File: config.mk
export PLATFORM = sky130hd
export DESIGN_NAME = ps2_rx_frame
export DESIGN_NICKNAME = d
export VERILOG_FILES = /design/src/rtl/ps2_pkg.sv /design/src/rtl/ps2_sync_filter.sv /design/src/rtl/ps2_rx_frame.sv
export SDC_FILE = /design/constraint.sdc
export NUM_CORES = 1
export LEC_CHECK = 0
export BUFFER_PORTS_ARGS = -buffer_cell sky130_fd_sc_hd__buf_4
export CORE_UTILIZATION = 55
export CTS_BUF_LIST = sky130_fd_sc_hd__clkbuf_2 sky130_fd_sc_hd__clkbuf_4 sky130_fd_sc_hd__clkbuf_8
export DETAILED_ROUTE_END_ITERATION = 8
export PLACE_DENSITY = 0.77
export SYNTH_ARGS = -nofsm -noshare
export SYNTH_HDL_FRONTEND = slang
export SYNTH_SLANG_ARGS = --single-unit
File: constraint.sdc
create_clock -name clk -period 4 [get_ports clk]
set_clock_uncertainty 0.05 [all_clocks]
set_input_delay 1.2 -clock clk [delete_from_list [all_inputs] [get_ports clk]]
set_output_delay 1.2 -clock clk [all_outputs]
set_load 0.01 [all_outputs]
File: src/rtl/ps2_pkg.sv
// Shared PS/2 receiver types: frame-decoder state encoding and default timing constants.
// Pure declarations; no logic, no latency, no backpressure.
package ps2_pkg;

  typedef enum logic [1:0] {
    ST_IDLE   = 2'd0,
    ST_DATA   = 2'd1,
    ST_PARITY = 2'd2,
    ST_STOP   = 2'd3
  } ps2_state_t;

  localparam int FILTER_LEN_DEF     = 8;
  localparam int TIMEOUT_CYCLES_DEF = 100000;

endpackage

File: src/rtl/ps2_sync_filter.sv
// Two-flop synchroniser for one PS/2 line, optionally followed by a run-length glitch filter.
// Latency: 2 cycles synchronised, plus FILTER_LEN cycles when filtered; no backpressure.
module ps2_sync_filter
  import ps2_pkg::*;
#(
  parameter int FILTER_LEN = FILTER_LEN_DEF,
  parameter bit BYPASS     = 1'b0
) (
  input  logic clk,
  input  logic reset,
  input  logic din,
  output logic dout
);

  logic s1_q;
  logic s2_q;

  // Flops come out of reset at the idle-high bus level so no edge is seen on release.
  always_ff @(posedge clk) begin
    if (reset) begin
      s1_q <= 1'b1;
      s2_q <= 1'b1;
    end else begin
      s1_q <= din;
      s2_q <= s1_q;
    end
  end

  generate
    if (BYPASS) begin : g_bypass
      assign dout = s2_q;
    end else begin : g_filt
      localparam int CW = $clog2(FILTER_LEN + 1);
      logic [CW-1:0] cnt_q;
      logic          filt_q;

      // cnt_q counts consecutive samples that disagree with the current filtered level.
      always_ff @(posedge clk) begin
        if (reset) begin
          cnt_q  <= '0;
          filt_q <= 1'b1;
        end else if (s2_q == filt_q) begin
          cnt_q <= '0;
        end else if (cnt_q == CW'(FILTER_LEN - 1)) begin
          cnt_q  <= '0;
          filt_q <= s2_q;
        end else begin
          cnt_q <= cnt_q + CW'(1);
        end
      end

      assign dout = filt_q;
    end
  endgenerate

endmodule

File: src/rtl/ps2_rx_frame.sv
// PS/2 device-to-host frame receiver: start, 8 data LSB first, odd parity, stop; one result strobe per frame.
// Latency: strobe 2 + FILTER_LEN + 1 cycles after the raw stop-bit clock fall; no backpressure (strobes only).
module ps2_rx_frame
  import ps2_pkg::*;
#(
  parameter int FILTER_LEN     = FILTER_LEN_DEF,
  parameter int TIMEOUT_CYCLES = TIMEOUT_CYCLES_DEF
) (
  input  logic       clk,
  input  logic       reset,
  input  logic       ps2_clk_i,
  input  logic       ps2_dat_i,
  output logic [7:0] rx_data,
  output logic       rx_valid,
  output logic       rx_parity_err,
  output logic       rx_frame_err,
  output logic       busy
);

  localparam int TO_W = $clog2(TIMEOUT_CYCLES + 1);

  logic clk_f;
  logic dat_s;
  logic clk_f_prev_q;
  logic fall;

  ps2_sync_filter #(.FILTER_LEN(FILTER_LEN), .BYPASS(1'b0)) u_clk_filt (
    .clk   (clk),
    .reset (reset),
    .din   (ps2_clk_i),
    .dout  (clk_f)
  );

  ps2_sync_filter #(.FILTER_LEN(FILTER_LEN), .BYPASS(1'b1)) u_dat_sync (
    .clk   (clk),
    .reset (reset),
    .din   (ps2_dat_i),
    .dout  (dat_s)
  );

  assign fall = clk_f_prev_q & ~clk_f;

  ps2_state_t      state_q, state_d;
  logic [2:0]      bit_cnt_q, bit_cnt_d;
  logic [7:0]      shift_q, shift_d;
  logic            par_ok_q, par_ok_d;
  logic [TO_W-1:0] to_cnt_q, to_cnt_d;
  logic [7:0]      rx_data_q, rx_data_d;
  logic            valid_q, valid_d;
  logic            perr_q, perr_d;
  logic            ferr_q, ferr_d;
  logic            timeout;

  always_ff @(posedge clk) begin
    if (reset) begin
      clk_f_prev_q <= 1'b1;
      state_q      <= ST_IDLE;
      bit_cnt_q    <= '0;
      shift_q      <= '0;
      par_ok_q     <= 1'b0;
      to_cnt_q     <= '0;
      rx_data_q    <= '0;
      valid_q      <= 1'b0;
      perr_q       <= 1'b0;
      ferr_q       <= 1'b0;
    end else begin
      clk_f_prev_q <= clk_f;
      state_q      <= state_d;
      bit_cnt_q    <= bit_cnt_d;
      shift_q      <= shift_d;
      par_ok_q     <= par_ok_d;
      to_cnt_q     <= to_cnt_d;
      rx_data_q    <= rx_data_d;
      valid_q      <= valid_d;
      perr_q       <= perr_d;
      ferr_q       <= ferr_d;
    end
  end

  // Fires on the cycle the counter would reach TIMEOUT_CYCLES; a coincident edge takes priority.
  assign timeout = (state_q != ST_IDLE) && !fall &&
                   (to_cnt_q >= TO_W'(TIMEOUT_CYCLES - 1));

  always_comb begin
    state_d   = state_q;
    bit_cnt_d = bit_cnt_q;
    shift_d   = shift_q;
    par_ok_d  = par_ok_q;
    rx_data_d = rx_data_q;
    valid_d   = 1'b0;
    perr_d    = 1'b0;
    ferr_d    = 1'b0;
    to_cnt_d  = to_cnt_q;

    if (state_q == ST_IDLE || fall) begin
      to_cnt_d = '0;
    end else if (to_cnt_q != TO_W'(TIMEOUT_CYCLES)) begin
      to_cnt_d = to_cnt_q + TO_W'(1);
    end

    unique case (state_q)
      ST_IDLE: begin
        if (fall && !dat_s) begin
          state_d   = ST_DATA;
          bit_cnt_d = '0;
        end
      end
      ST_DATA: begin
        if (fall) begin
          shift_d   = {dat_s, shift_q[7:1]};
          bit_cnt_d = bit_cnt_q + 3'd1;
          if (bit_cnt_q == 3'd7) state_d = ST_PARITY;
        end
      end
      ST_PARITY: begin
        if (fall) begin
          par_ok_d = ^{shift_q, dat_s};
          state_d  = ST_STOP;
        end
      end
      ST_STOP: begin
        if (fall) begin
          state_d = ST_IDLE;
          if (!dat_s) begin
            ferr_d = 1'b1;
          end else if (par_ok_q) begin
            valid_d   = 1'b1;
            rx_data_d = shift_q;
          end else begin
            perr_d = 1'b1;
          end
        end
      end
      default: state_d = ST_IDLE;
    endcase

    if (timeout) begin
      state_d = ST_IDLE;
      ferr_d  = 1'b1;
    end
  end

  assign rx_data       = rx_data_q;
  assign rx_valid      = valid_q;
  assign rx_parity_err = perr_q;
  assign rx_frame_err  = ferr_q;
  assign busy          = (state_q != ST_IDLE);

endmodule
Yosys cells after proc, flatten, opt, wreduce, memory -nomap -nowiden:

Cells that the tools add are included.

* register bits: 52
* input bits: 4
* output and inout port bits: 12
* logic and storage cells: 73

* $add $sub $neg: 3
* magnitude comparators: 1
* equality and inequality tests: 12
* mux-type cells: 15
* bitwise operators: 6
* reductions and logical operators: 20

Operators with widths (number)
* adder 17 x 1 -> 17 bit, second input constant: 1
* greater-or-equal comparator 17 bit, second input constant: 1
* inequality test 17 bit, second input constant: 1
* two-way mux 2 bit: 5
* XOR reduction 9 bit: 1
* inequality test 2 bit, second input constant: 4
* case mux 2 bit (4 select lines): 1
* two-way mux 1 bit: 6
* two-way mux 3 bit: 2
* case mux 3 bit (2 select lines): 1
* AND reduction 2 bit: 3
* inverter 1 bit: 5
* AND reduction 5 bit: 1
* adder 4 x 1 -> 4 bit, second input constant: 1
* equality test 2 bit, second input constant: 2
* equality test 4 x 3 -> 1 bit, second input constant: 1
* AND reduction 4 bit: 1
* nonzero test 2 bit: 2
* OR reduction 2 bit: 2
* OR reduction 4 bit: 1
* adder 3 x 1 -> 3 bit, second input constant: 1
* equality test 3 bit, second input constant: 1
* logical AND 1 bit: 3
* AND reduction 3 bit: 1
* other kinds (8): 9

Logic depth before layout (Yosys ltp):

* depth after elaboration: 6
* depth in mapped cells: 7
* depth with buffers taken out: 7

Modules after synthesis:

Synthesis repeated with hierarchy kept, for this count alone.

* cells, all modules: 247
* area, all modules: 2260.9 sq um

By module, submodules not included
* ps2_rx_frame: instances 1, cells each 220, area each 1955.6 sq um, seq. area each 860.8 sq um
* ps2_sync_filter (u_clk_filt): instances 1, cells each 23, area each 252.7 sq um, seq. area each 140.1 sq um
* ps2_sync_filter (u_dat_sync): instances 1, cells each 4, area each 52.6 sq um, seq. area each 40.0 sq um

Worst setup path before layout:

No wires, ideal clock.

* path kind: register to output
* start point: reg state_q[0]
* end point: out busy
* data arrival time: 0.767 ns
* data required time: 2.750 ns
* setup slack: 1.983 ns
* cell stages (with the launch flop): 4
* buffers on the path: 0
* cell sequence: dfxtp_1 -> inv_1 -> ha_1 -> inv_1

* longest elaborated chain between the ends: 1

RTL lines
* start: declaration: line ps2_rx_frame.sv:43 `ps2_state_t state_q, state_d;`
* start signal: assignment: line ps2_rx_frame.sv:68 `state_q <= state_d;`
* nonzero test 2 bit: line ps2_rx_frame.sv:147 `assign busy = (state_q != ST_IDLE);`
* end: declaration: line ps2_rx_frame.sv:17 `output logic busy`

Every way passes these cells.

Final worst setup path:

Ends and elaborated chain as after synthesis.

==> impl_metrics.ini <==
[setup_path]
r2r_cells = 4
start_kind = flop
end_kind = output pin
required_ns = 2.75
cp.arrival_ns = 1.28
worstSetupPathType = reg2out
crit_fanout = 5

[route]
detail_route.first_pass.iterations = 4
vias = 1569
vias_per_cell = 5.13
ant_nets = 0
wl_microns = 3520
first_iter_violations = 61
routedWlPerCell_microns = 11.5
drc = 0

[synthesis]
async_reset_ff_share_pct = 0
yosysWarnings = 0
synthMuxAreaShare_pct = 8.59
yosys.area_share.simple_pct = 24.4
yosysTopAreaCell = dfxtp_1
synth_adder_area_share_pct = 4.83
yosys_register_bits = 52
synth_top_family_by_area = simple AND/OR/NAND/NOR gates
synth-xor-area-share_pct = 9.98
avgSynthCellArea_sq_um = 9.67
ys_seq_area_share_pct = 44.7
synth_area_leaders = dfxtp_1, mux2i_1, nor2_1
syn_area_sq_um = 2330
yosysMostFrequentCell = dfxtp_1
synth_top_area_share_pct = 44.7
synth-edff-count = 0
synthCells = 241
yosys-top-cells-count = dfxtp_1, nor2_1, mux2i_1
yosys.cell_types.count = 42
synth.net_count = 254
synth-main-ff-cell = dfxtp_1
synth_compound_area_share_pct = 3.60

[sta]
min_period_ns = 2.53
hold_viol_final = 0
period_share_pct = 63.2
worst_pin_slew_ns = 0.614
rsz0062_at_grt = no
fmax_mhz = 396
maxSlewHeadroom_pct = 59.0
whs_ns = 0.370
setup_ws_ns = 1.47
finalSetupViolCount = 0
setup_tns_ns = 0
maxSlewViolCount = 0

[power]
power.leakage_nw = 1.06
p_per_area_nw_per_um2 = 390
finalPower_mw = 1.00
ir_drop_v = 0.000412

[floorplanning]
die_area_sq_um = 4500
start_util_pct = 57.9
die_h_microns = 67.1
coreArea_sq_um = 4030
rows = 23
ioPinCount = 16
die_x_microns = 67.1

[grt]
grt_overflow = 0
grt-busiest-layer = met2
grt.total_usage_pct = 18.2
grt_pass1_vias = 1422
met3_usage_pct = 6.68
met1_usage_pct = 22.1
antenna_found_initial = 0
grt.met2_usage_pct = 29.1
grt_max_degree = 34
grt_first_pass_wirelength_microns = 6110

[min_path]
holdPathStages = 1
hp-class = reg2reg

[clock_tree]
cts.sinks = 52
hold_buffers = 0
ctsRootBufferMaster = clkbuf_8
cts_tree = yes
cts_inserted_buffers = 5
path_clk_slew_ns = 0.09
clk_path_buf_depth = 2
clk_latency_ns = 0.31
cts_resized = 0
post_cts_buffers = 0
htreeDepth = 2

[finish]
regArea_sq_um = 1040
multi_input_area_sq_um = 1200
antenna_cells = 0
n_fill_cell = 346
syn_to_final_growth_pct = 9.93
drive_gt1_share_pct = 14.5
fin_area_sq_um = 2560
postLayoutCoreUtil_pct = 63.6
layout.cells.non_filler = 306
finish.net_count = 268

[placed_design]
dpl_cell_area_sq_um = 2450
dp.cells = 298
dp_slack_ns = 1.57
buffer_ports.inserted = 15
dpl.hpwl_microns = 2420
routabilityCongestion = 0.764

[run]
cap_violations = 0

[outcome]
outcome = complete, no violations
[cell families (layout without fill, tap and decap cells)]
group           after synthesis  after routing
compound gates               12             12
buf+inv                      18             33
xor+xnor                     25             25
fa+ha+maj                     9              9
mux                          20             20
flops                        52             52
simple gates                105            105
[registers in the layout (all words and copies together) (netlist names), 2 cells and up]
| signal | count |
|---|---|
| u_clk_filt.g_filt.cnt_q | 4 |
| to_cnt_q | 17 |
| rx_data | 8 |
| state_q | 2 |
| shift_q | 8 |
| bit_cnt_q | 3 |
[area by class of cell]
class | instances | area share (%)
inverters | 10 | 1.46
multi-input cells | 171 | 46.7
flip-flops and latches | 52 | 40.6
well taps | 50 | 2.44
clock buffers | 6 | 2.98
clock inverters | 2 | 1.37
repair buffers | 15 | 4.39
[where the power goes]
group | switching (mW) | internal (mW) | total (mW)
logic | 0.0612 | 0.0418 | 0.103
clock network | 0.166 | 0.193 | 0.358
registers | 0.0122 | 0.527 | 0.539
total | 0.239 | 0.761 | 1.00
[per-layer routing]
layer	vias up	routed length, microns
li1	835	-
met3	4	160
met2	22	1610
met4	0	55
met1	708	1700
met5	-	0
[cells in the final DEF (no fill, tap or decap), types with 2 or more instances in the layout]
cell type  instances
inv_1              9
a21oi_1            6
nand2b_1           6
nor2_1            42
clkbuf_8           5
nand2_1           12
nand4_1            4
xnor2_1           16
nor2b_1            2
nor3_1             6
nor4_1             4
dfxtp_1           52
xor2_1             8
nor2_2             2
nand3_1            8
or2_2              5
buf_4             15
or3_1              2
ha_1               9
a211o_1            2
mux2i_1           20
[critical path: stages (launching register included)]
cell and delay [ns]:
dfxtp_1 0.40, inv_1 0.08, ha_1 0.25, inv_1 0.11
buf_4 0.12
[worst paths after layout]
kind / start / end / slack, ns
max: state_q[0] / busy / 1.47
min: u_clk_filt.s1_q / u_clk_filt.s2_q / 0.37
max reg2reg: u_clk_filt.dout / rx_data[6] / 2.05
min reg2reg: u_clk_filt.s1_q / u_clk_filt.s2_q / 0.37
Note: power is estimated with default switching activity, not from simulation.
